<file path="src/rtl/relu_sequencer.sv">
// relu_sequencer: issues accumulator reads and steers a 2-stage ReLU/bypass pipeline into the output buffer.
module relu_sequencer (
    input  logic       CLK,
    input  logic       RST,
    input  logic       START,
    input  logic [7:0] LEN,
    input  logic       MODE_BYPASS,
    input  logic       OUT_READY,
    output logic       ACC_RD,
    output logic [7:0] ACC_ADDR,
    output logic       En_ReLU,
    output logic       En_MAC_ReLU,
    output logic       BYPASS_ReLU,
    output logic       OUT_WR,
    output logic [7:0] OUT_ADDR,
    output logic       BUSY,
    output logic       DONE
);
    typedef enum logic [1:0] {IDLE, RUN, DRAIN, FIN} state_t;
    state_t state, state_nx;
    logic [7:0] idx, len_q, s1_addr;
    logic byp_q, s1_v, s2_v, issue, last;

    always_comb begin
        issue = state == RUN && OUT_READY;
        last = idx == len_q - 8'd1;
        state_nx = state;
        case (state)
            IDLE:    state_nx = START ? (LEN != 8'd0 ? RUN : FIN) : IDLE;
            RUN:     state_nx = issue && last ? DRAIN : RUN;
            // the pipeline is empty once the final write is in stage 2 alone
            DRAIN:   state_nx = s2_v && !s1_v ? FIN : DRAIN;
            default: state_nx = IDLE;
        endcase
        ACC_RD = issue;
        ACC_ADDR = idx;
        En_ReLU = s1_v && !byp_q;
        En_MAC_ReLU = s1_v && !byp_q;
        BYPASS_ReLU = s1_v && byp_q;
        OUT_WR = s2_v;
        BUSY = state != IDLE;
        DONE = state == FIN;
    end

    always_ff @(posedge CLK) begin
        if (RST) begin
            state <= IDLE;
            idx <= 8'd0;
            len_q <= 8'd0;
            byp_q <= 1'b0;
            s1_v <= 1'b0;
            s2_v <= 1'b0;
            s1_addr <= 8'd0;
            OUT_ADDR <= 8'd0;
        end else begin
            state <= state_nx;
            if (state == IDLE && START) begin
                idx <= 8'd0;
                len_q <= LEN;
                byp_q <= MODE_BYPASS;
            end else if (issue) begin
                idx <= idx + 8'd1;
            end
            s1_v <= issue;
            if (issue) s1_addr <= idx;
            s2_v <= s1_v;
            if (s1_v) OUT_ADDR <= s1_addr;
        end
    end
endmodule

</file>
<file path="config.mk">
export PLATFORM = sky130hd
export DESIGN_NAME = relu_sequencer
export DESIGN_NICKNAME = d
export VERILOG_FILES = /design/src/rtl/relu_sequencer.sv
export SDC_FILE = /design/constraint.sdc
export NUM_CORES = 1
export LEC_CHECK = 0
export CAP_MARGIN = 40
export CORE_MARGIN = 1.5
export CORE_UTILIZATION = 45
export CTS_CLUSTER_SIZE = 40
export DETAILED_ROUTE_END_ITERATION = 8
export PLACE_DENSITY = 0.73
export REMOVE_ABC_BUFFERS = 1
export SLEW_MARGIN = 20
export SYNTH_ARGS = -nofsm -noshare
export SYNTH_HDL_FRONTEND = slang
export SYNTH_SLANG_ARGS = --single-unit
</file>
<file path="constraint.sdc">
create_clock -name CLK -period 2.1 [get_ports CLK]
set_input_delay 0.525 -clock CLK [delete_from_list [all_inputs] [get_ports CLK]]
set_output_delay 0.525 -clock CLK [all_outputs]
set_load 0.1 [all_outputs]
</file>
==> parameters.txt <==
Parameter                              Value

Status
  Status    complete, no violations

Route
  Detailed Route Iter0 Violations    103
  Number of design rule violations left after detail routing    0
  Routed vias    1,459
  Number of detailed-route iterations in the first pass    5
  Total length of routed wires    3.43 mm
  Vias/cell    5.07
  Average wire per cell in the routed design    11.9 um
  Final ANT Viol Nets    0

Power
  Proportion of power drawn by the clock network    0.285
  Power consumption    0.00133 W
  Switching power total    0.000359 W
  Ratio of total power to cell area    585 nW/um^2
  Leakage component of the power    0.915 nW
  Sequential share of power    0.551
  Combinational group share of total power    0.164
  Proportion of total power due to net switching    0.270
  Int Power    0.000968 W
  Maximum vdd ir drop    0.000524 V

Place
  Sum of net half-perimeters after detailed placement    2.52 mm
  Global placer's final weighted congestion    0.829
  Place WS    -0.0909 ns
  Count of buffers from port buffering    35
  Placed Cells    279

Synthesis
  Largest area contributor in the netlist    sky130_fd_sc_hd__dfxtp_1
  Avg Cell Area, Syn    8.27 um^2
  Number of distinct library cells after synthesis    33
  Most area-consuming cells after synthesis    sky130_fd_sc_hd__dfxtp_1 46%, sky130_fd_sc_hd__nand2_1 10%, sky130_fd_sc_hd__a21oi_1 6.8%, sky130_fd_sc_hd__xor2_1 5.4%, sky130_fd_sc_hd__mux2i_1 4.9%
  Total of flip-flops plus latches after synthesis    37
  Post-synth top area share    0.457
  Syn. warnings    0
  Mapped Cells    196
  Sequential element share of the synthesized area    0.457
  Synth Flop Type    sky130_fd_sc_hd__dfxtp_1
  Fraction of registers with async set or reset after synthesis    0
  Post-synth EDFFs    0
  Post-synthesis instance area    1620 um^2

Cells and area
  Commonest non-fill, non-tap cell in the layout    sky130_fd_sc_hd__nand2_1
  Ratio of cells with drive above 1 in the final layout    0.190
  Post-Layout Cell Count    288
  Number of diodes    0
  Commonest cells after routing, fill and taps aside    44 x sky130_fd_sc_hd__nand2_1, 37 x sky130_fd_sc_hd__dfxtp_1, 23 x sky130_fd_sc_hd__buf_4, 22 x sky130_fd_sc_hd__a21oi_1, 18 x sky130_fd_sc_hd__nor2_1
  Final cell utilization of the core    0.669
  Area delta synth->final    39.9%
  NumNets Final    257

Floorplanning
  Number of I/O pins    36
  Number of cell rows    21
  Chip Width    63.0 um
  Starting utilization of the core area    0.478
  Core area    3390 um^2
  Area of the die    3970 um^2
  Chip height    63.0 um

Critical path
  Type of origin of the critical path    register
  Reg2Reg Depth    6
  Arrival time at the worst endpoint    1.33 ns
  WS Path Type    reg2out
  Crit Reg-Reg Startpoint    len_q[0]
  Endpoint of the lowest-slack register-to-register path    state[1]
  Critical path origin    s1_v
  Endpoint class of the critical path    primary output
  Critical-path maximum fanout    5
  Endpoint of the worst setup timing path    En_ReLU
  Data required time of the worst path    1.57 ns
  Register-to-Register Setup Slack    0.33 ns

Timing
  Final TNS setup    0 ns
  Final worst slack    0.242 ns
  Normalized max-slew margin    0.712
  Endpoints failing hold    0
  Transition time at the pin with the least slew margin    0.431 ns
  RSZ-0062 raised after global routing    false
  Pins Over Slew Limit    0
  Final Skew    0.00499 ns
  Fmax    0.538 GHz
  Fin crit share    0.885
  Final critical-path required period    1.86 ns
  Number of failing setup endpoints in the final timing report    0

Global routing
  Aggregate global-route resource usage    0.186
  Global route total overflow    0
  Largest net degree at the start of global routing    14
  Via count of the first global-routing pass    1,347
  Global-route wire length before repair    5.83 mm
  Antenna violations before repair    0

CTS
  Number of buffers inserted during clock tree synthesis    5
  Library cell used as clock root buffer    sky130_fd_sc_hd__clkbuf_4
  Clk buf depth    2
  Clock Latency Late Sink    0.35 ns
  Clock sink count    37
  Clock slew at the register clock pins of the worst setup and hold paths    0.10 ns
  Clock tree from TritonCTS    yes
  Count of H-tree levels built during CTS    2

Worst hold path
  Worst min path class    reg2reg
  Cells on Worst Hold Path    2

Flow run
  Maximum Capacitance Violations    0
[stage by stage]
| step | hold slack [ns] | area [um^2] |
|---|---|---|
| floorplan | 0.430 | 1580 |
| global placement | 0.445 | 2210 |
| detailed placement | 0.450 | 2210 |
| CTS | 0.463 | 2260 |
| global route | 0.483 | 2270 |
| finish | 0.463 | 2270 |
[power groups by stage]
stage          clock network, W  logic, W  registers [W]
5_1_grt                0.000416  0.000236       0.000733
2_1_floorplan                 0  0.000112       0.000756
3_3_place_gp                  0  0.000214       0.000747
6_report               0.000378  0.000218       0.000731
3_5_place_dp                  0  0.000217       0.000747
4_1_cts                0.000384  0.000219       0.000731
[kinds of logic (layout without fill, tap and decap cells)]
logic type | count (synthesis) | in the layout | share of synthesized area
compound gates | 29 | 29 | 0.0965
mux | 8 | 8 | 0.0494
fa+ha+maj | 2 | 2 | 0.0154
xor+xnor | 16 | 16 | 0.0865
simple gates | 90 | 90 | 0.260
flops | 37 | 37 | 0.457
buf+inv | 14 | 60 | 0.0348
[state kept, by name, summed over array words and instances (netlist names)]
signal and flops:
OUT_WR 1, s1_addr 8, state 2, OUT_ADDR 8
s1_v 1, ACC_ADDR 8, len_q 8, byp_q 1
[timing repair]
action                                  CTS  global route
gates resized for setup                   0             1
hold buffers                              0             0
pin swaps                                 1             1
endpoints found under the setup margin    1             1
buffers inserted                          3             0
endpoints found under the hold margin     0             0
[layer usage]
layer / vias to the layer above / share of wire / track usage
met5: - / 0 / 0
met4: 0 / 0.013 / 0.111
met3: 4 / 0.062 / 0.0523
met2: 38 / 0.45 / 0.289
met1: 669 / 0.47 / 0.229
li1: 748 / - / -
[critical path, stage by stage (launching register included)]
cell and delay (ns):
sky130_fd_sc_hd__dfxtp_1 0.39, sky130_fd_sc_hd__nor2b_1 0.37, sky130_fd_sc_hd__buf_12 0.23
[synthesized netlist by cell type, types with 3 or more instances]
cell type                  number
sky130_fd_sc_hd__dfxtp_1       37
sky130_fd_sc_hd__xor2_1        10
sky130_fd_sc_hd__inv_1          3
sky130_fd_sc_hd__clkbuf_1       7
sky130_fd_sc_hd__a21oi_1       22
sky130_fd_sc_hd__and2_1         3
sky130_fd_sc_hd__nor4_1         3
sky130_fd_sc_hd__mux2i_1        8
sky130_fd_sc_hd__nand4_1        5
sky130_fd_sc_hd__nand2_1       44
sky130_fd_sc_hd__nor2_1        18
sky130_fd_sc_hd__o21ai_0        3
sky130_fd_sc_hd__xnor2_1        6
[how the worst min path moves through the flow]
| stage | end | slack, ns | startpoint |
|---|---|---|---|
| floorplan | s1_addr[0] | 0.43 | s1_addr[0] |
| global placement | s1_addr[2] | 0.44 | s1_addr[2] |
| detailed placement | s1_addr[0] | 0.45 | s1_addr[0] |
| CTS | s1_addr[1] | 0.46 | s1_addr[1] |
| global route | s1_addr[1] | 0.48 | s1_addr[1] |
| finish | s1_addr[7] | 0.46 | s1_addr[7] |
[cell type report]
class,count,area (um^2)
fill,279,1120
multi-input combinational,145,823
sequential,37,741
timing repair buffer,49,576
tap,46,57.6
clock buffer,7,55.1
inverter,4,15.0
Note: power is estimated with default switching activity, not from simulation.
